[src/rtl/testdata_check_if.sv]
// Read-path bus between the DDR3 test-data generator and its checker:
// read-phase enable, read-FIFO read enable and read-FIFO output data.
interface testdata_check_if #(
  parameter int DATA_WIDTH = 16
);
  logic                  start;
  logic                  rd_en;
  logic [DATA_WIDTH-1:0] rd_data;

  modport master (output start, rd_en, rd_data);
  modport slave  (input  start, rd_en, rd_data);
endinterface

[src/rtl/testdata_check.sv]
// Read-path checker: realigns rd_en to the FIFO read latency, compares each word
// against an incrementing pattern, and reports verdict, error statistics and watchdog status.
module testdata_check #(
  parameter int DATA_WIDTH = 16,
  parameter int START_VAL  = 0,
  parameter int TOTAL      = 1300,
  parameter int RD_LATENCY = 1,
  parameter int TIMEOUT    = 65535,
  parameter int ERR_CNT_W  = 16
) (
  input  logic                  clk,
  input  logic                  rst,
  testdata_check_if.slave       bus,
  output logic                  check_done,
  output logic                  check_pass,
  output logic [ERR_CNT_W-1:0]  err_cnt,
  output logic [15:0]           sample_cnt,
  output logic [15:0]           first_err_idx,
  output logic [DATA_WIDTH-1:0] first_err_exp,
  output logic [DATA_WIDTH-1:0] first_err_act,
  output logic                  timeout_flag,
  output logic                  overrun_flag
);

  localparam int WD_W = (TIMEOUT < 2) ? 1 : $clog2(TIMEOUT + 1);
  localparam logic [15:0]           LAST_IDX = 16'(TOTAL - 1);
  localparam logic [WD_W-1:0]       WD_LAST  = WD_W'(TIMEOUT - 1);
  localparam logic [DATA_WIDTH-1:0] EXP_INIT = DATA_WIDTH'(START_VAL);

  typedef enum logic [1:0] {IDLE, CHECK, PASS, FAIL} state_t;

  state_t                state, state_nxt;
  logic                  strobe;
  logic                  mismatch;
  logic                  last_sample;
  logic                  wd_hit;
  logic [WD_W-1:0]       wd_cnt;
  logic [DATA_WIDTH-1:0] expected;

  function automatic logic [ERR_CNT_W-1:0] sat_inc(input logic [ERR_CNT_W-1:0] v);
    return (&v) ? v : v + 1'b1;
  endfunction

  // Stage p0: rd_en delay line matching the FIFO read latency
  generate
    if (RD_LATENCY == 0) begin : g_fwft
      assign strobe = bus.rd_en;
    end else begin : g_dly
      logic [RD_LATENCY-1:0] vld_p0;
      always_ff @(posedge clk) begin
        if (rst) vld_p0 <= '0;
        else     vld_p0 <= (vld_p0 << 1) | RD_LATENCY'(bus.rd_en);
      end
      assign strobe = vld_p0[RD_LATENCY-1];
    end
  endgenerate

  assign mismatch    = strobe && (bus.rd_data != expected);
  assign last_sample = (sample_cnt == LAST_IDX);
  assign wd_hit      = (wd_cnt == WD_LAST);

  always_comb begin
    state_nxt = state;
    case (state)
      IDLE:  if (bus.start) state_nxt = CHECK;
      CHECK: begin
        // A strobe in the cycle the watchdog would expire takes priority
        if (strobe) begin
          if (last_sample)
            state_nxt = (err_cnt == '0 && !mismatch) ? PASS : FAIL;
        end else if (wd_hit) begin
          state_nxt = FAIL;
        end
      end
      PASS:  if (strobe) state_nxt = FAIL;
      FAIL:  state_nxt = FAIL;
      default: state_nxt = IDLE;
    endcase
  end

  // Stage p1: state, counters, first-error capture and sticky flags
  always_ff @(posedge clk) begin
    if (rst) begin
      state         <= IDLE;
      check_done    <= 1'b0;
      check_pass    <= 1'b0;
      err_cnt       <= '0;
      sample_cnt    <= '0;
      first_err_idx <= '0;
      first_err_exp <= '0;
      first_err_act <= '0;
      timeout_flag  <= 1'b0;
      overrun_flag  <= 1'b0;
      wd_cnt        <= '0;
      expected      <= EXP_INIT;
    end else begin
      state      <= state_nxt;
      check_done <= (state_nxt == PASS) || (state_nxt == FAIL);
      check_pass <= (state_nxt == PASS);
      if (state == CHECK) begin
        if (strobe) begin
          wd_cnt     <= '0;
          sample_cnt <= sample_cnt + 16'd1;
          expected   <= expected + 1'b1;
          if (mismatch) begin
            err_cnt <= sat_inc(err_cnt);
            if (err_cnt == '0) begin
              first_err_idx <= sample_cnt;
              first_err_exp <= expected;
              first_err_act <= bus.rd_data;
            end
          end
        end else if (wd_hit) begin
          timeout_flag <= 1'b1;
        end else begin
          wd_cnt <= wd_cnt + 1'b1;
        end
      end
      if ((state == PASS || state == FAIL) && strobe)
        overrun_flag <= 1'b1;
    end
  end

endmodule

[src/flat_wrapper.sv]
// flat-port wrapper written by rule: the top's interface ports become plain ports
module testdata_check_flat 
#(
  parameter int DATA_WIDTH = 16,
  parameter int START_VAL  = 0,
  parameter int TOTAL      = 1300,
  parameter int RD_LATENCY = 1,
  parameter int TIMEOUT    = 65535,
  parameter int ERR_CNT_W  = 16
)
  (clk, rst, check_done, check_pass, err_cnt, sample_cnt, first_err_idx, first_err_exp, first_err_act, timeout_flag, overrun_flag, bus_start, bus_rd_en, bus_rd_data);
  testdata_check_if #(.DATA_WIDTH(DATA_WIDTH)) bus_i ();
  input  logic clk;
  input  logic rst;
  output logic check_done;
  output logic check_pass;
  output logic [ERR_CNT_W-1:0] err_cnt;
  output logic [15:0] sample_cnt;
  output logic [15:0] first_err_idx;
  output logic [DATA_WIDTH-1:0] first_err_exp;
  output logic [DATA_WIDTH-1:0] first_err_act;
  output logic timeout_flag;
  output logic overrun_flag;
  input wire logic [$bits(bus_i.start)-1:0] bus_start;
  input wire logic [$bits(bus_i.rd_en)-1:0] bus_rd_en;
  input wire logic [$bits(bus_i.rd_data)-1:0] bus_rd_data;
  assign bus_i.start = bus_start;
  assign bus_i.rd_en = bus_rd_en;
  assign bus_i.rd_data = bus_rd_data;
  testdata_check #(.DATA_WIDTH(DATA_WIDTH), .START_VAL(START_VAL), .TOTAL(TOTAL), .RD_LATENCY(RD_LATENCY), .TIMEOUT(TIMEOUT), .ERR_CNT_W(ERR_CNT_W)) u_core (.clk(clk), .rst(rst), .bus(bus_i), .check_done(check_done), .check_pass(check_pass), .err_cnt(err_cnt), .sample_cnt(sample_cnt), .first_err_idx(first_err_idx), .first_err_exp(first_err_exp), .first_err_act(first_err_act), .timeout_flag(timeout_flag), .overrun_flag(overrun_flag));
endmodule
[config.mk]
export PLATFORM = sky130hd
export DESIGN_NAME = testdata_check_flat
export DESIGN_NICKNAME = d
export VERILOG_FILES = /design/src/rtl/testdata_check_if.sv /design/src/rtl/testdata_check.sv /design/src/flat_wrapper.sv
export SDC_FILE = /design/constraint.sdc
export NUM_CORES = 1
export LEC_CHECK = 0
export ABC_CLOCK_PERIOD_IN_PS = 5850
export CAP_MARGIN = 10
export CELL_PAD_IN_SITES_DETAIL_PLACEMENT = 2
export CELL_PAD_IN_SITES_GLOBAL_PLACEMENT = 2
export CORE_MARGIN = 5
export CORE_UTILIZATION = 33
export CTS_CLUSTER_DIAMETER = 80
export DETAILED_ROUTE_END_ITERATION = 10
export GPL_TIMING_DRIVEN = 1
export PLACE_DENSITY = 0.9
export SLEW_MARGIN = 20
export SYNTH_ARGS = -nofsm -noshare
export SYNTH_HDL_FRONTEND = slang
export SYNTH_SLANG_ARGS = --single-unit
[constraint.sdc]
create_clock -name clk -period 5.85 [get_ports clk]
set_input_delay 0.8775 -clock clk [delete_from_list [all_inputs] [get_ports clk]]
set_output_delay 0.8775 -clock clk [all_outputs]
set_load 0.005 [all_outputs]
## After elaboration in Yosys (flattened, before gate mapping)

Index checks and enable logic that the tools add are counted.

| word-level totals | value |
|---|---|
| register bits after elaboration | 119 |

| operators by class | value |
|---|---|
| $add $sub $neg | 4 |
| equality and inequality tests | 9 |
| mux-type cells | 9 |
| bitwise gates (word level) | 2 |
| reduce and logical (&&, ||, !) cells | 14 |

Operators by type and width:

| kind | count |
|---|---|
| $add 16x1->16 const B | 4 |
| $mux 16 | 2 |
| $eq 16x11->1 const B | 1 |
| $eq 16x16->1 const B | 1 |
| $logic_not 16->1 | 1 |
| $ne 16x16->1 | 1 |
| $reduce_and 16->1 | 1 |
| $mux 2 | 5 |
| $eq 2x2->1 const B | 4 |
| $pmux 2 s4 | 1 |
| $reduce_and 4->1 | 2 |
| $reduce_and 2->1 | 2 |
| $logic_and 1x1->1 | 3 |
| $reduce_and 3->1 | 1 |
| $eq 2x1->1 const B | 1 |
| $logic_not 2->1 | 1 |
| $logic_or 1x1->1 | 2 |
| $ne 2x2->1 const B | 1 |
| $not 1->1 | 2 |
| $logic_not 1->1 | 1 |
| $mux 1 | 1 |

## Depth between registers and ports, before layout

Gate-level depths: netlist of the first run.

| logic depth | value |
|---|---|
| word-level depth | 10 |
| depth in mapped cells | 9 |
| depth with buffers taken out | 7 |

## Worst setup path before layout of the first run

OpenSTA, ideal clock, no wires.

| timing path | value |
|---|---|
| kind | input to register |
| start | input port bus_rd_data[6] |
| end | register u_core.err_cnt[11] |
| arrival | 2.150 ns |
| path slack | 3.580 ns |
| stages on the path | 7 |
| buffers on the path | 2 |
| path through | xor2_1 -> nor4_1 -> and4_4 -> buf_6 -> buf_6 -> nor4_1 -> mux2_2 |

| between the ends | value |
|---|---|
| longest elaborated chain between the ends | 3 |

Ends and longest elaborated chain:

| element | RTL line | source |
|---|---|---|
| from (decl) | flat_wrapper.sv:26 | `input wire logic [$bits(bus_i.rd_data)-1:0] bus_rd_data;` |
| $ne 16x16->1 | testdata_check.sv:58 | `assign mismatch = strobe && (bus.rd_data != expected);` |
| $logic_and 1x1->1 | testdata_check.sv:58 |  |
| $reduce_and 4->1 (no line) | n/a |  |
| to (signal assigned) | testdata_check.sv:106 | `err_cnt <= sat_inc(err_cnt);` |
| to (decl) | testdata_check.sv:16 | `output logic [ERR_CNT_W-1:0] err_cnt,` |

No other way between the ends.
A chain may end at the register's enable or synchronous reset.

## Worst setup path in the final report of the first run

Same ends and word-level chain as after synthesis.

==> flow_summary.yaml, run 1 <==
run_status:
  status: "finished clean"
floorplan:
  rows: 46
  chipHeight_microns: 137
  coreArea_sq_um: 15800
  dieWidth_microns: 137
  start_util_pct: 33.6
  io_pins: 104
  die_area_sq_um: 18700
cts:
  cts_buffer_depth: 2
  root_buffer: "clkbuf_16"
  cts_tree: "done"
  path_clk_slew_ps: 50
  clock_tree.htree_level_count: 4
  post_cts_buffers: 0
  numCtsBuffers: 17
  holdBufCountCts: 0
  clock-sinks: 119
  clock_latency_ps: 420
  cts_resized: 0
worst_hold_path:
  hold_path_class: "flop to flop"
sta:
  hold_viol_final: 0
  finalCritPeriodShare_pct: 50.6
  whs_ps: 477
  fmaxAchievable_mhz: 338
  max_slew_margin_pct: 41.8
  period_minus_slack_ps: 2960
  setup_viol: 0
  rsz0062_at_grt: "no"
  worstMarginPinSlew_ps: 874
  clock_skew_ps: 11.7
  drv_slew: 0
  fin_tns_setup_ps: 0
synthesis:
  synth_nets: 654
  post-synth-top-area-cell: "dfxtp_1"
  synth.top_cell.area_share_pct: 44.8
  ys.flop_type: "dfxtp_1"
  ys_async_sr_fraction_pct: 0
  ys_ff_latch: 119
  ys_seq_area_share_pct: 44.8
  synth_edf_count: 0
  synth_cell_types: 42
  synth_common_cells: "dfxtp_1 (119), nand3_1 (68), a21oi_1 (67)"
  netlist_area_sq_um: 5320
  synth_most_common_cell: "dfxtp_1"
  ys_top_cells_by_area: "dfxtp_1 (45%), nand3_1 (6.4%), a21oi_1 (6.3%)"
  syn_avg_cell_area_sq_um: 8.46
  syn-instance-count: 628
  ys_warn_count: 0
power_and_ir_drop:
  clkPwrFrac_pct: 50.8
  p_sw_share_pct: 22.1
  ir_worst_vdd_uv: 184
  pwr_density_cell_nw_per_um2: 263
  p_total_mw: 1.83
  p_comb_share_pct: 4.2
  p_leak_nw: 2.28
  power_switching_uw: 406
  p_seq_share_pct: 45.0
  internal_power_mw: 1.43
global_routing:
  grt-ovfl-total: 0
  grt_pass1_wl_mm: 30.4
  antenna_found_initial: 0
  grt_pass1_vias: 5474
  grt_use_total_pct: 20.7
  grt_max_degree: 110
critical_path:
  worstSetupEndpointType: "flop"
  start_kind: "input port"
  path_max_fanout: 76
  crit_type: "input port to flop"
  crit_required_ps: 6150
  critical_path_arrival_ps: 3260
detailed_routing:
  vias: 5083
  first_pass_iters: 5
  wirelength_mm: 19.1
  drt_iter0_drc: 298
  drcViolationCount: 0
  ant_nets: 0
  vias_per_cell: 5.44
  wl_per_cell_microns: 20.5
place:
  placed_area_sq_um: 6440
  port_buffers: 103
  gp_congestion: 0.857
  dp_hpwl_mm: 12.9
finish:
  insertedDiodeCount: 0
  drive_gt1_share_pct: 5.43
  areaGrowthSynthToFinish_pct: 31.3
  nets: 735
  fin_area_sq_um: 6980
  final_core_util_pct: 44.1
flow_run:
  maxCapViolCount: 0
==> final cells by class <==
cell class                      count  area [sq um]
Fill cell                        1701          8850
Multi-Input combinational cell    454          2700
Sequential cell                   119          2380
Timing Repair Buffer              106          1070
Clock buffer                       22           454
Tap cell                          216           270
Clock inverter                      6          55.1
Inverter                           11          41.3
==> worst max-delay path: stages <==
cell             delay [ps]
clkdlybuf4s50_1         490
xor2_1                  180
nor4_1                  410
and4_4                  800
nor4_1                  170
mux2_2                  300
==> layer usage <==
| layer | routed length [microns] | global-route usage [%] | part of all wire (%) |
|---|---|---|---|
| met1 | 7930 | 24.5 | 41 |
| met2 | 10200 | 37.0 | 54 |
| met3 | 739 | 5.11 | 3.9 |
| met4 | 220 | 5.99 | 1.2 |
| met5 | 0 | 0 | 0 |
==> kinds of logic after synthesis <==
group,Yosys count,share of synthesized area (%)
AND/OR/NAND/NOR,244,24.2
adder cells (fa/ha/maj),6,1.41
XOR/XNOR,58,9.56
multiplexers,6,1.20
buffers and inverters,55,4.52
AO/OA/AOI/OAI,140,14.3
flip-flops,119,44.8
==> final timing paths <==
path                            start                        to  slack (ps)  depth (start not counted)
setup / recovery       bus_rd_data[6]        u_core.err_cnt[11]        2890                          6
hold / removal    u_core.overrun_flag       u_core.overrun_flag         480                          2
setup reg to reg    u_core.err_cnt[0]  u_core.first_err_act[11]        3150                          7
hold reg to reg   u_core.overrun_flag       u_core.overrun_flag         480                          2
==> metrics by stage <==
stage	worst slack [ps]	std cells
2_1_floorplan	3580	628
3_3_place_gp	2590	905
3_5_place_dp	2470	905
4_1_cts	2920	933
5_1_grt	2760	934
6_report	2890	934
==> cells in the final DEF, fill, tap and decap left out, types with 19 or more instances in the layout <==
| master | n |
|---|---|
| nand4_1 | 19 |
| xnor2_1 | 23 |
| o21ai_0 | 50 |
| clkdlybuf4s50_1 | 102 |
| dfxtp_1 | 119 |
| nor2_1 | 59 |
| xor2_1 | 35 |
| nand3_1 | 68 |
| a21oi_1 | 67 |
==> state kept, by name, summed over array words and instances, names as in the netlist <==
signal and count:
u_core.err_cnt 16, u_core.expected 16, u_core.first_err_act 16, u_core.first_err_exp 16, u_core.first_err_idx 16, u_core.sample_cnt 16, u_core.wd_cnt 16, u_core.state 2
u_core.check_done 1, u_core.check_pass 1, u_core.g_dly.vld_p0 1, u_core.overrun_flag 1, u_core.timeout_flag 1
==> power by group through the flow <==
| stage | clock (mW) | sequential [mW] | combinational [mW] |
|---|---|---|---|
| floorplan | 0 | 0.839 | 0.0394 |
| global placement | 0 | 0.842 | 0.0698 |
| detailed placement | 0 | 0.842 | 0.0735 |
| CTS | 0.951 | 0.825 | 0.0751 |
| global route | 0.992 | 0.825 | 0.0829 |
| finish | 0.932 | 0.825 | 0.0763 |
No activity file was read; power rests on OpenSTA's default activity.
==> run 2: changes to the inputs <==
Settings changed: ABC_CLOCK_PERIOD_IN_PS 5850 to 2700, CORE_UTILIZATION 33 to 27, PLACE_DENSITY 0.9 to 0.8.
Clock period 5.85 ns to 2.7 ns, I/O delays scaled along.
==> flow_summary.yaml, run 2 (synthesized netlist as in run 1, its figures left out) <==
run_status:
  status: "finished clean"
critical_path:
  crit_required_ps: 3040
  critPathLaunch: "bus_rd_data[2]"
  path_cells: "clkdlybuf4s50_1 > xor2_1 > nor4_1 > and4_4 > buf_4 > o21ai_0 > a21oi_1"
  cp_slowest_cell: "clkdlybuf4s50_1"
  critical_path_arrival_ps: 2750
  crit_buf_inv: 2
  max_stage_delay_ps: 470
  crit_family: "simple AND/OR/NAND/NOR gates"
  worstSetupEndpointType: "flop"
  rr_startpoint: "u_core.expected[2]"
  start_kind: "input port"
  path_max_fanout: 35
  crit_type: "input port to flop"
finish:
  areaGrowthSynthToFinish_pct: 36.0
  mostFrequentLayoutCell: "dfxtp_1"
  insertedDiodeCount: 0
  drive_gt1_share_pct: 7.50
  nets: 746
  layout_common_cells: "dfxtp_1 (119), clkdlybuf4s50_1 (102), nand3_1 (68), a21oi_1 (67), nor2_1 (59)"
cts:
  clock_latency_ps: 420
  holdBufCountCts: 0
  numCtsBuffers: 17
  root_buffer: "clkbuf_16"
  cts_resized: 0
  post_cts_buffers: 0
  clock-sinks: 119
  cts_buffer_depth: 2
  path_clk_slew_ps: 50
  cts_tree: "done"
  clock_tree.htree_level_count: 4
power_and_ir_drop:
  p_seq_share_pct: 41.0
  p_leak_nw: 2.39
  ir_worst_vdd_uv: 460
  pwr_density_cell_nw_per_um2: 602
  p_sw_share_pct: 21.4
  clkPwrFrac_pct: 55.1
  p_comb_share_pct: 3.9
  power_switching_uw: 931
  internal_power_mw: 3.42
sta:
  setup_viol: 0
  clock_skew_ps: 8.54
  finalCritPeriodShare_pct: 89.5
  hold_viol_final: 0
  setup_ws_ps: 283
  worstMarginPinSlew_ps: 765
  drv_slew: 0
  fin_tns_setup_ps: 0
  period_minus_slack_ps: 2420
  rsz0062_at_grt: "no"
  fmaxAchievable_mhz: 414
  max_slew_margin_pct: 48.6
detailed_routing:
  drt_iter0_drc: 225
  vias_per_cell: 5.17
  wirelength_mm: 19.5
  vias: 5163
  drcViolationCount: 0
  ant_nets: 0
  wl_per_cell_microns: 19.5
  first_pass_iters: 4
global_routing:
  grt_pass1_vias: 5713
  antenna_found_initial: 0
  grt_max_degree: 49
  grt_use_total_pct: 17.6
  grt_pass1_wl_mm: 31.3
  grt-ovfl-total: 0
floorplan:
  die_area_sq_um: 22600
  coreArea_sq_um: 19400
  rows: 51
  io_pins: 104
  dieWidth_microns: 150
  chipHeight_microns: 150
  start_util_pct: 27.4
worst_hold_path:
  min_from: "rst"
  hold_path_class: "input port to flop"
place:
  port_buffers: 103
  place_worst_setup_slack_ps: -130
  gp_congestion: 0.792
  dp_hpwl_mm: 13.6
flow_run:
  maxCapViolCount: 0
-- run 2: changes by cell type in the layout (fill, tap and decap cells not counted), sizes merged --
cell    delta
buf       +11
bufinv     +3
clkinv     +1
-- run 2: layout make-up --
class,instances,area (sq um)
Inverter,11,41.3
Multi-Input combinational cell,454,2700
Clock buffer,22,464
Clock inverter,10,150
Tap cell,265,332
Fill cell,2173,12200
Timing Repair Buffer,117,1160
Sequential cell,119,2380
-- run 2: worst paths after layout --
check                             endpoint  slack, ps  cells past startpoint
setup / recovery  u_core.first_err_idx[12]        280                      7
hold / removal          u_core.err_cnt[15]        450                      2
setup reg to reg  u_core.first_err_idx[12]        310                      6
hold reg to reg        u_core.timeout_flag        470                      2
-- run 2: power groups by stage --
stage	Combinational [mW]	Clock (mW)	Sequential, mW
finish	0.169	2.40	1.79
global placement	0.161	0	1.82
detailed placement	0.169	0	1.82
CTS	0.171	2.45	1.79
global route	0.185	2.53	1.79
floorplan	0.0853	0	1.82
-- run 2: layer usage --
metal  share of wire, %  GRT usage, %  vias up
li1                   -             -     2427
met1                 41          19.9     2615
met2                 53          31.8       98
met3                4.3          4.79       23
met4                2.0          5.72        0
met5                  0             0        -
-- run 2: worst reg2reg max path, delay by kind of cell, from the launching register on --
family | cells | cell delay [ps]
flops | 1 | 480
buf+inv | 1 | 380
compound gates | 2 | 380
simple gates | 2 | 930
xor+xnor | 1 | 120
-- run 2: stage by stage --
step	hold WS [ps]	utilization, %	instances	instance area (sq um)	power [mW]
finish	454	37.3	998	7230	4.35
global route	458	37.3	998	7230	4.50
CTS	440	37.3	998	7230	4.41
detailed placement	463	34.1	966	6610	1.99
global placement	454	34.1	966	6610	1.98
floorplan	460	-	628	5320	1.90
==> RTL change: new RTL, flow settings as in run 2 <==
`RD_LATENCY` is set to 1 in 2 places; all go to 0.
--- a/src/rtl/testdata_check.sv
+++ b/src/rtl/testdata_check.sv
@@ -4,7 +4,7 @@
   parameter int DATA_WIDTH = 16,
   parameter int START_VAL  = 0,
   parameter int TOTAL      = 1300,
-  parameter int RD_LATENCY = 1,
+  parameter int RD_LATENCY = 0,
   parameter int TIMEOUT    = 65535,
   parameter int ERR_CNT_W  = 16
 ) (
--- a/src/flat_wrapper.sv
+++ b/src/flat_wrapper.sv
@@ -4,7 +4,7 @@
   parameter int DATA_WIDTH = 16,
   parameter int START_VAL  = 0,
   parameter int TOTAL      = 1300,
-  parameter int RD_LATENCY = 1,
+  parameter int RD_LATENCY = 0,
   parameter int TIMEOUT    = 65535,
   parameter int ERR_CNT_W  = 16
 )
Behaviour: not the same (a bounded check fails within 4 cycles, from zero or initial values and one cycle with rst high).
==> RTL change against run 2 <==
- die area grew 6.6%
- routed wire length grew 7.6%
- count of clock-buffer cells in the layout shrank 3
- worst setup slack better by 0.16 ns
- critical path depth unchanged
- non-clock buffer count increased by 15
- final area is 4.7% higher
- sequential cell count fell by 1
- power decreased by 4.4%
- combinational power up 63%
- sequential share of layout area decreased by 1.8 points
- area after synthesis grew 7.0%
- critical endpoint is now u_core.first_err_idx[9]
- largest cell class unchanged
==> RTL change: results <==
[status]
status = finished, final reports clean

[logic_synthesis]
synth_nets = 693
synthAdderAreaFrac_pct = 1.32
synth_warnings = 0
synthTopCellsByCount = dfxtp_1, a21oi_1, nand4_1
synth_compound_area_share_pct = 15.9
yosysUniqueCellTypes = 48
ys_seq_area_share_pct = 41.5
synthXorXnorAreaFrac_pct = 7.70
synthTopCellsByArea = dfxtp_1, nand4_1, o31ai_1
synthMuxAreaShare_pct = 2.13
synthArstFlopShare_pct = 0

[route]
drt-initial-drc-count = 255
wl_per_cell_um = 20.0
num_vias = 5576
first_pass_iters = 4

[global_routing]
antenna_found_initial = 0
grt_pass1_wl_um = 33700
grt_max_degree = 53
grt_pass1_vias = 6054
grt_use_total_pct = 17.5

[clocking]
worstSkewPairLatency_ns = 0.43
numCtsBuffers = 17
root_buffer = clkbuf_16
cts_setup_buffers = 0
clk_pin_slew_worst_paths_ns = 0.06
cts_resized = 0
htreeDepth = 4
cts.path.max_buffers = 2

[place]
hpwl_um = 14000
port_buffers = 103
gp_congestion = 0.756
placed_area_mm2 = 0.00702

[setup_path]
cp_max_fo = 22
slowest_stage = and4_2
cp_top_family = simple AND/OR/NAND/NOR gates
timing.reg2reg.setup_slack_ns = 0.44
cp_data_arrival_time_ns = 2.60
cpPeakStageDelay_ns = 0.70

[layout]
n_antenna_cell = 0
nets = 783
layout-drive-gt1-share_pct = 9.61

[sta]
worst_pin_slew_ns = 0.603
finClkSkew_ns = 0.0107
hold_ws_ns = 0.336

[min_path]
hp-class = in2reg

[pwr]
peakVddDrop_v = 0.000413
p_leak_nw = 2.53

[flow_run]
maxCapViolCount = 0
-- RTL change: cell types whose count changed in the layout (fill, tap and decap cells not counted), sizes merged, moves of 6 or more --
cell / delta
mux2: +6
and2: +6
buf: +15
nand3: -52
o31ai: +40
and4: +7
or4: -9
a21oi: +9
or3: +10
nand4: +56
xor2: -9
o21ai: -38
nand2: +13
-- RTL change: area by class of cell --
cell class	instances	area (µm²)
sequential	118	2360
timing repair buffer	132	1280
tap	275	344
inverter	7	26.3
clock buffer	19	453
clock inverter	13	97.6
fill	2310	13300
multi-input combinational	481	3010
-- RTL change: cells by family after synthesis --
kind of cell             after synthesis
flip-flops                           118
AND/OR/NAND/NOR                      265
AO/OA/AOI/OAI                        149
XOR/XNOR                              50
multiplexers                          11
buffers and inverters                 68
adder cells (fa/ha/maj)                6
-- RTL change: worst register-to-register path: stages (launching register included) --
cell	delay, ns
dfxtp_1	0.37
inv_1	0.08
ha_1	0.15
nor4b_1	0.32
and4_2	0.70
buf_4	0.30
nand4_1	0.10
a21oi_1	0.17
-- RTL change: stage by stage --
stage	setup WS [ns]	cells	power (mW)
after global routing	0.249	1045	4.32
after CTS	0.443	1045	4.23
after detailed placement	0.145	1013	2.09
after global placement	0.159	1013	2.08
after floorplan	0.767	667	1.95
final	0.444	1045	4.16
-- RTL change: per-layer routing --
layer | vias to the layer above | wire (µm) | share of wire (%) | track usage, %
met5 | - | 0 | 0 | 0
met2 | 104 | 10400 | 50 | 29.5
met4 | 0 | 301 | 1.4 | 5.72
met1 | 2803 | 9390 | 45 | 22.2
met3 | 19 | 868 | 4.1 | 3.89
li1 | 2650 | - | - | -
-- RTL change: where the power goes --
part / switching, mW / internal, mW
registers: 0.0177 / 1.76
logic: 0.174 / 0.102
clock network: 0.882 / 1.23
-- RTL change: worst paths after layout --
check | start | end | cells after the start
setup / recovery | u_core.err_cnt[0] | u_core.first_err_idx[9] | 7
hold / removal | rst | u_core.overrun_flag | 2
setup reg to reg | u_core.err_cnt[0] | u_core.first_err_idx[9] | 7
hold reg to reg | u_core.first_err_act[5] | u_core.first_err_act[5] | 2
